--- config.mk ---
export PLATFORM = sky130hd
export DESIGN_NAME = note_clk_divider
export DESIGN_NICKNAME = d
export VERILOG_FILES = /design/src/rtl/audio_pkg.sv /design/src/rtl/note_clk_divider.sv
export SDC_FILE = /design/constraint.sdc
export NUM_CORES = 1
export LEC_CHECK = 0
export CORE_UTILIZATION = 35
export CTS_BUF_LIST = sky130_fd_sc_hd__clkbuf_8
export CTS_CLUSTER_DIAMETER = 60
export DETAILED_ROUTE_END_ITERATION = 7
export PLACE_DENSITY = 0.67
export SLEW_MARGIN = 30
export SYNTH_ARGS = -nofsm -noshare
export SYNTH_HDL_FRONTEND = slang
export SYNTH_SLANG_ARGS = --single-unit
--- constraint.sdc ---
create_clock -name clk_in -period 3.1 [get_ports clk_in]
set_input_delay 0.775 -clock clk_in [delete_from_list [all_inputs] [get_ports clk_in]]
set_output_delay 0.775 -clock clk_in [all_outputs]
set_load 0.005 [all_outputs]
--- src/rtl/audio_pkg.sv ---
// Shared audio constants: system clock rate, musical note frequencies, the
// matching divisor values for note_clk_divider, and the upstream note codes.
package audio_pkg;

    localparam int unsigned DIVISOR_WIDTH = 32;
    localparam int unsigned SYS_CLK_HZ    = 50_000_000;

    localparam int unsigned FREQ_DO1 = 523;
    localparam int unsigned FREQ_RE  = 587;
    localparam int unsigned FREQ_MI  = 659;
    localparam int unsigned FREQ_FA  = 698;
    localparam int unsigned FREQ_SOL = 783;
    localparam int unsigned FREQ_LA  = 880;
    localparam int unsigned FREQ_SI  = 987;
    localparam int unsigned FREQ_DO2 = 1046;

    // Integer division truncates, e.g. DO1 -> 95602 system cycles per period.
    localparam int unsigned DIV_DO1 = SYS_CLK_HZ / FREQ_DO1;
    localparam int unsigned DIV_RE  = SYS_CLK_HZ / FREQ_RE;
    localparam int unsigned DIV_MI  = SYS_CLK_HZ / FREQ_MI;
    localparam int unsigned DIV_FA  = SYS_CLK_HZ / FREQ_FA;
    localparam int unsigned DIV_SOL = SYS_CLK_HZ / FREQ_SOL;
    localparam int unsigned DIV_LA  = SYS_CLK_HZ / FREQ_LA;
    localparam int unsigned DIV_SI  = SYS_CLK_HZ / FREQ_SI;
    localparam int unsigned DIV_DO2 = SYS_CLK_HZ / FREQ_DO2;

    localparam int unsigned NO_SOUND = 0;

    localparam logic [3:0] CODE_DO1 = 4'b0001;
    localparam logic [3:0] CODE_RE  = 4'b0011;
    localparam logic [3:0] CODE_MI  = 4'b0101;
    localparam logic [3:0] CODE_FA  = 4'b1001;
    localparam logic [3:0] CODE_SOL = 4'b0111;
    localparam logic [3:0] CODE_LA  = 4'b1011;
    localparam logic [3:0] CODE_SI  = 4'b1101;
    localparam logic [3:0] CODE_DO2 = 4'b1111;

endpackage

--- src/rtl/note_clk_divider.sv ---
// Programmable square-wave divider: output period is 2*(notes>>1) clk_in
// cycles with 50 % duty; notes of 0 or 1 hold the output low (silence).
module note_clk_divider
    import audio_pkg::*;
#(
    parameter int WIDTH = DIVISOR_WIDTH
) (
    input  logic             clk_in,
    input  logic             reset,
    input  logic [WIDTH-1:0] notes,
    output logic             clk_out
);

    localparam logic [WIDTH-1:0] ONE = {{(WIDTH-1){1'b0}}, 1'b1};

    logic [WIDTH-1:0] half;
    logic [WIDTH-1:0] half_m1;
    logic [WIDTH-1:0] cnt;

    // notes is used live; a change is seen by the comparison on the next edge.
    assign half    = notes >> 1;
    assign half_m1 = half - ONE;

    // The >= lets a shrinking divisor toggle immediately instead of wrapping.
    always_ff @(posedge clk_in or posedge reset) begin
        if (reset) begin
            cnt     <= '0;
            clk_out <= 1'b0;
        end else if (half == '0) begin
            cnt     <= '0;
            clk_out <= 1'b0;
        end else if (cnt >= half_m1) begin
            cnt     <= '0;
            clk_out <= ~clk_out;
        end else begin
            cnt     <= cnt + ONE;
        end
    end

endmodule

==> results_tabular.tex <==
\begin{tabular}{lr}
\hline
Metric & Value \\
\hline
\multicolumn{2}{l}{\textbf{Outcome}} \\
Outcome & finished, violations left \\
Violations in the final reports & negative setup slack \\
\multicolumn{2}{l}{\textbf{Logic synthesis}} \\
Dominant cell type by area after synthesis & sky130\_fd\_sc\_hd\_\_dfrtp\_1 \\
Number of register bits inferred by synthesis & 33 \\
Number of nets in the synthesized netlist & 388 \\
Warning count from the yosys run & 0 \\
Cell count after synthesis & 319 \\
Count of cell types in the netlist & 38 \\
Synth area leaders & sky130\_fd\_sc\_hd\_\_dfrtp\_1 29\%, sky130\_fd\_sc\_hd\_\_ha\_1 15\%, sky130\_fd\_sc\_hd\_\_xor2\_1 10\% \\
Part of the Yosys area used for sequential elements & 29.2\% \\
Synth top area share & 29.2\% \\
Area of the mapped netlist & 2830 um\^{}2 \\
Mean instance size in the synthesized netlist & 8.88 um\^{}2 \\
\multicolumn{2}{l}{\textbf{Die}} \\
Ports & 35 \\
CORE AREA & between 7000 and 8000 um\^{}2 \\
Horizontal die dimension & 91.9 um \\
DIE HEIGHT & 91.9 um \\
Initial core utilization & 36.5\% \\
Row cnt & 32 \\
Full die area & 8450 um\^{}2 \\
\multicolumn{2}{l}{\textbf{Drt}} \\
Total DRC errors in the routed layout & 0 \\
Total vias in the final route & approximately 2700 \\
Pre-antenna DRT Iters & 4 \\
Average vias per placed instance & $\sim$5.2 \\
Number of DRC markers in iteration 0 & 104 \\
Total routed wirelength & $\sim$7.3 mm \\
Number of antenna-violating nets in the routed design & 0 \\
Final routed wire length divided by cell count & $\sim$14 um \\
\multicolumn{2}{l}{\textbf{Clock tree}} \\
Root Driver & sky130\_fd\_sc\_hd\_\_clkbuf\_8 \\
Hold buffer count at cts & 0 \\
Number of levels in the clock H-tree & 2 \\
Number of sinks driven by the clock tree & 33 \\
Clock-pin slew on the worst setup and hold paths & 0.06 ns \\
Deepest clock path buffer count & 2 \\
Clock tree from TritonCTS & yes \\
Clock Latency Late Sink & 0.28 ns \\
Number of buffers added by the clock tree synthesis step & 5 \\
\multicolumn{2}{l}{\textbf{STA}} \\
Setup violations, final & 33 \\
Upper clock frequency limit & between 200 and 250 MHz \\
Max transition margin & 70.8\% \\
Unrepaired setup endpoints after global routing & true \\
Least-Margin Pin Slew & 0.439 ns \\
Worst-case hold slack & 0.593 ns \\
Share of the clock period used by the worst path & 135\% \\
Post-layout min period & around 4.2 ns \\
Final hold violation count & 0 \\
Clk\_skew & 0.00682 ns \\
Fin worst setup slack & -1.09 ns \\
Total count of max-transition violations in the final report & 0 \\
\multicolumn{2}{l}{\textbf{Global routing}} \\
Maximum number of pins on one net before global-route repair & 34 \\
Global route overflow & 0 \\
Wire length of the first global-routing pass & roughly 12 mm \\
GRT Overall Usage & 17.8\% \\
Number of global-route vias before repair & $\sim$2700 \\
Antenna violations before repair & 0 \\
\multicolumn{2}{l}{\textbf{Finish}} \\
Share of the core filled with cells & between 50 and 60\% \\
Number of nets in the final layout & 486 \\
Post-route insts no fill & 520 \\
Layout cells sized above 1 & 31.6\% \\
Final Instance Area & 4160 um\^{}2 \\
Number of fillers in the final layout & 717 \\
Synth-to-Final Area Change & 47.1\% \\
Number of antenna repair diodes & 0 \\
\multicolumn{2}{l}{\textbf{Critical path}} \\
Slack of the worst reg-to-reg path & 0.60 ns \\
CP Data Required Time & 3.26 ns \\
Reg-to-Reg End & cnt[16] \\
Crit path max fanout & 6 \\
Critical Path Source Type & primary input \\
Worst reg2reg path depth & 9 \\
Type of destination of the critical path & register \\
Worst Path Arrival & 4.35 ns \\
Startpoint of the worst register-to-register path & cnt[17] \\
Worst Setup Path Type & in2reg \\
\multicolumn{2}{l}{\textbf{Power and ir drop}} \\
Power density normalized to cell area & approximately 220 nW/um\^{}2 \\
Static Leakage & approximately 1.9 nW \\
Max VDD drop & 141 uV \\
Post-layout total power & 0.896 mW \\
\multicolumn{2}{l}{\textbf{Job}} \\
Max cap viols & 0 \\
\multicolumn{2}{l}{\textbf{Place}} \\
Cell count after placement & 506 \\
Final RePlAce weighted congestion & 0.811 \\
Placed wire-length estimate after detailed placement & 5.44 mm \\
Post-place instance area & approximately 3700 um\^{}2 \\
Number of port buffers & 33 \\
\multicolumn{2}{l}{\textbf{Min path}} \\
Worst hold path class & reg2reg \\
Number of cells on the worst hold path & 1 \\
WHS Endpoint & cnt[0] \\
HP Start & cnt[0] \\
\hline
\end{tabular}
cell type report:
cell class                 count  area, um^2  share of cell area, %
clock buffer                   5        68.8                   1.65
clock inverter                 3        13.8                  0.331
inverter                       4        15.0                  0.361
multi-input combinational    273        2250                   54.1
sequential                    33         826                   19.8
tap                          102         128                   3.06
timing repair buffer         100         862                   20.7
worst max-delay path: stages:
cell	delay, ns
sky130_fd_sc_hd__buf_6	0.09
sky130_fd_sc_hd__or4_4	0.55
sky130_fd_sc_hd__nor4_4	0.36
sky130_fd_sc_hd__nand3_2	0.12
sky130_fd_sc_hd__or4_4	0.44
sky130_fd_sc_hd__buf_4	0.15
sky130_fd_sc_hd__or3_1	0.40
sky130_fd_sc_hd__ha_4	0.29
sky130_fd_sc_hd__nand4_1	0.14
sky130_fd_sc_hd__nor2_2	0.16
sky130_fd_sc_hd__buf_4	0.13
sky130_fd_sc_hd__nand3_2	0.08
sky130_fd_sc_hd__o21ai_4	0.34
sky130_fd_sc_hd__mux2_4	0.33
kinds of logic after synthesis:
family / count (synthesis) / synth area share (%)
buffers and inverters: 13 / 1.72
flip-flops: 33 / 29.2
XOR/XNOR: 57 / 17.6
multiplexers: 1 / 0.398
AND/OR/NAND/NOR: 153 / 29.3
AO/OA/AOI/OAI: 27 / 6.32
adder cells (fa/ha/maj): 35 / 15.5
cell usage in the layout, fill, tap and decap left out, types with 4 or more instances in the layout:
cell / instances
sky130_fd_sc_hd__buf_4: 62
sky130_fd_sc_hd__ha_1: 34
sky130_fd_sc_hd__dfrtp_1: 33
sky130_fd_sc_hd__xor2_1: 32
sky130_fd_sc_hd__nor3_2: 26
sky130_fd_sc_hd__xnor2_1: 24
sky130_fd_sc_hd__nand3_1: 22
sky130_fd_sc_hd__clkdlybuf4s50_1: 21
sky130_fd_sc_hd__nor2_1: 19
sky130_fd_sc_hd__nand2_1: 19
sky130_fd_sc_hd__and3_1: 10
sky130_fd_sc_hd__a21oi_1: 8
sky130_fd_sc_hd__nor3_1: 6
sky130_fd_sc_hd__nand4_1: 6
sky130_fd_sc_hd__nor3_4: 6
sky130_fd_sc_hd__or3_1: 5
sky130_fd_sc_hd__inv_1: 5
sky130_fd_sc_hd__nor4_1: 5
sky130_fd_sc_hd__and4_1: 5
sky130_fd_sc_hd__clkbuf_8: 5
sky130_fd_sc_hd__buf_6: 5
sky130_fd_sc_hd__or4_4: 4
sky130_fd_sc_hd__clkdlybuf4s15_1: 4
sky130_fd_sc_hd__dlygate4sd2_1: 4
registers in the layout, indices dropped and copies added (netlist names):
register / cells
clk_out: 1
cnt: 32
worst max path at each step:
stage | start | end | slack, ns | cells after the start
5_1_grt | notes[5] | cnt[13] | -1.21 | 15
6_report | notes[15] | clk_out | -1.09 | 14
3_5_place_dp | notes[12] | cnt[25] | -1.88 | 16
4_1_cts | notes[15] | clk_out | -1.28 | 15
3_3_place_gp | notes[12] | cnt[30] | -1.79 | 16
2_1_floorplan | notes[12] | cnt[10] | -1.15 | 14
per-stage QoR:
stage | TNS [ns] | setup slack, ns
2_1_floorplan | -37.51 | -1.15
3_3_place_gp | -58.55 | -1.79
3_5_place_dp | -60.96 | -1.88
4_1_cts | -41.03 | -1.28
5_1_grt | -38.60 | -1.21
6_report | -33.86 | -1.09
synth_stat cells:
master                       n
sky130_fd_sc_hd__nand3_2     1
sky130_fd_sc_hd__and2_1      1
sky130_fd_sc_hd__nor4_1      7
sky130_fd_sc_hd__o21ai_1     1
sky130_fd_sc_hd__xnor2_1    24
sky130_fd_sc_hd__a21o_1      3
sky130_fd_sc_hd__a211o_1     2
sky130_fd_sc_hd__nand2b_1    3
sky130_fd_sc_hd__and4_1      5
sky130_fd_sc_hd__a211oi_1    1
sky130_fd_sc_hd__o41a_1      1
sky130_fd_sc_hd__nor4_4      1
sky130_fd_sc_hd__a31oi_1     1
sky130_fd_sc_hd__and3_1     11
sky130_fd_sc_hd__and2b_1     1
sky130_fd_sc_hd__nor3b_1     1
sky130_fd_sc_hd__nor3_1     38
sky130_fd_sc_hd__or4_1       3
sky130_fd_sc_hd__nand3_1    23
sky130_fd_sc_hd__a221o_1     1
sky130_fd_sc_hd__or3_1       7
sky130_fd_sc_hd__nand4_1     6
sky130_fd_sc_hd__clkbuf_1    9
sky130_fd_sc_hd__o21ai_0     3
sky130_fd_sc_hd__o21a_1      2
sky130_fd_sc_hd__nand2_1    19
sky130_fd_sc_hd__a2111oi_0   1
sky130_fd_sc_hd__xor2_1     33
sky130_fd_sc_hd__ha_1       35
sky130_fd_sc_hd__nand3b_1    1
sky130_fd_sc_hd__o31ai_1     2
sky130_fd_sc_hd__inv_1       4
sky130_fd_sc_hd__dfrtp_1    33
sky130_fd_sc_hd__nor2b_1     2
sky130_fd_sc_hd__a21oi_1     9
sky130_fd_sc_hd__nor2_1     21
sky130_fd_sc_hd__mux2_2      1
sky130_fd_sc_hd__or4_4       2
power breakdown:
part | leakage [nW] | internal, mW | switching, mW | total, mW
registers | 0.446 | 0.431 | 0.0000539 | 0.431
clock network | 0.0491 | 0.152 | 0.152 | 0.304
logic | 1.36 | 0.0937 | 0.0677 | 0.161
repair_timing:
action,4_1_cts,5_1_grt
hold endpoints to repair,0,0
buffers inserted,3,1
gates resized for setup,66,21
pin swaps,23,12
gates cloned,1,1
setup endpoints to repair,33,33
metal layers:
metal | track usage (%) | vias up | share of wire, %
met5 | 0 | - | 0
met4 | 4.95 | 0 | 1.5
met3 | 1.74 | 7 | 2.4
met2 | 31.8 | 37 | 50
met1 | 22.7 | 1313 | 46
li1 | - | 1366 | -
Note: power is estimated with default switching activity, not from simulation.
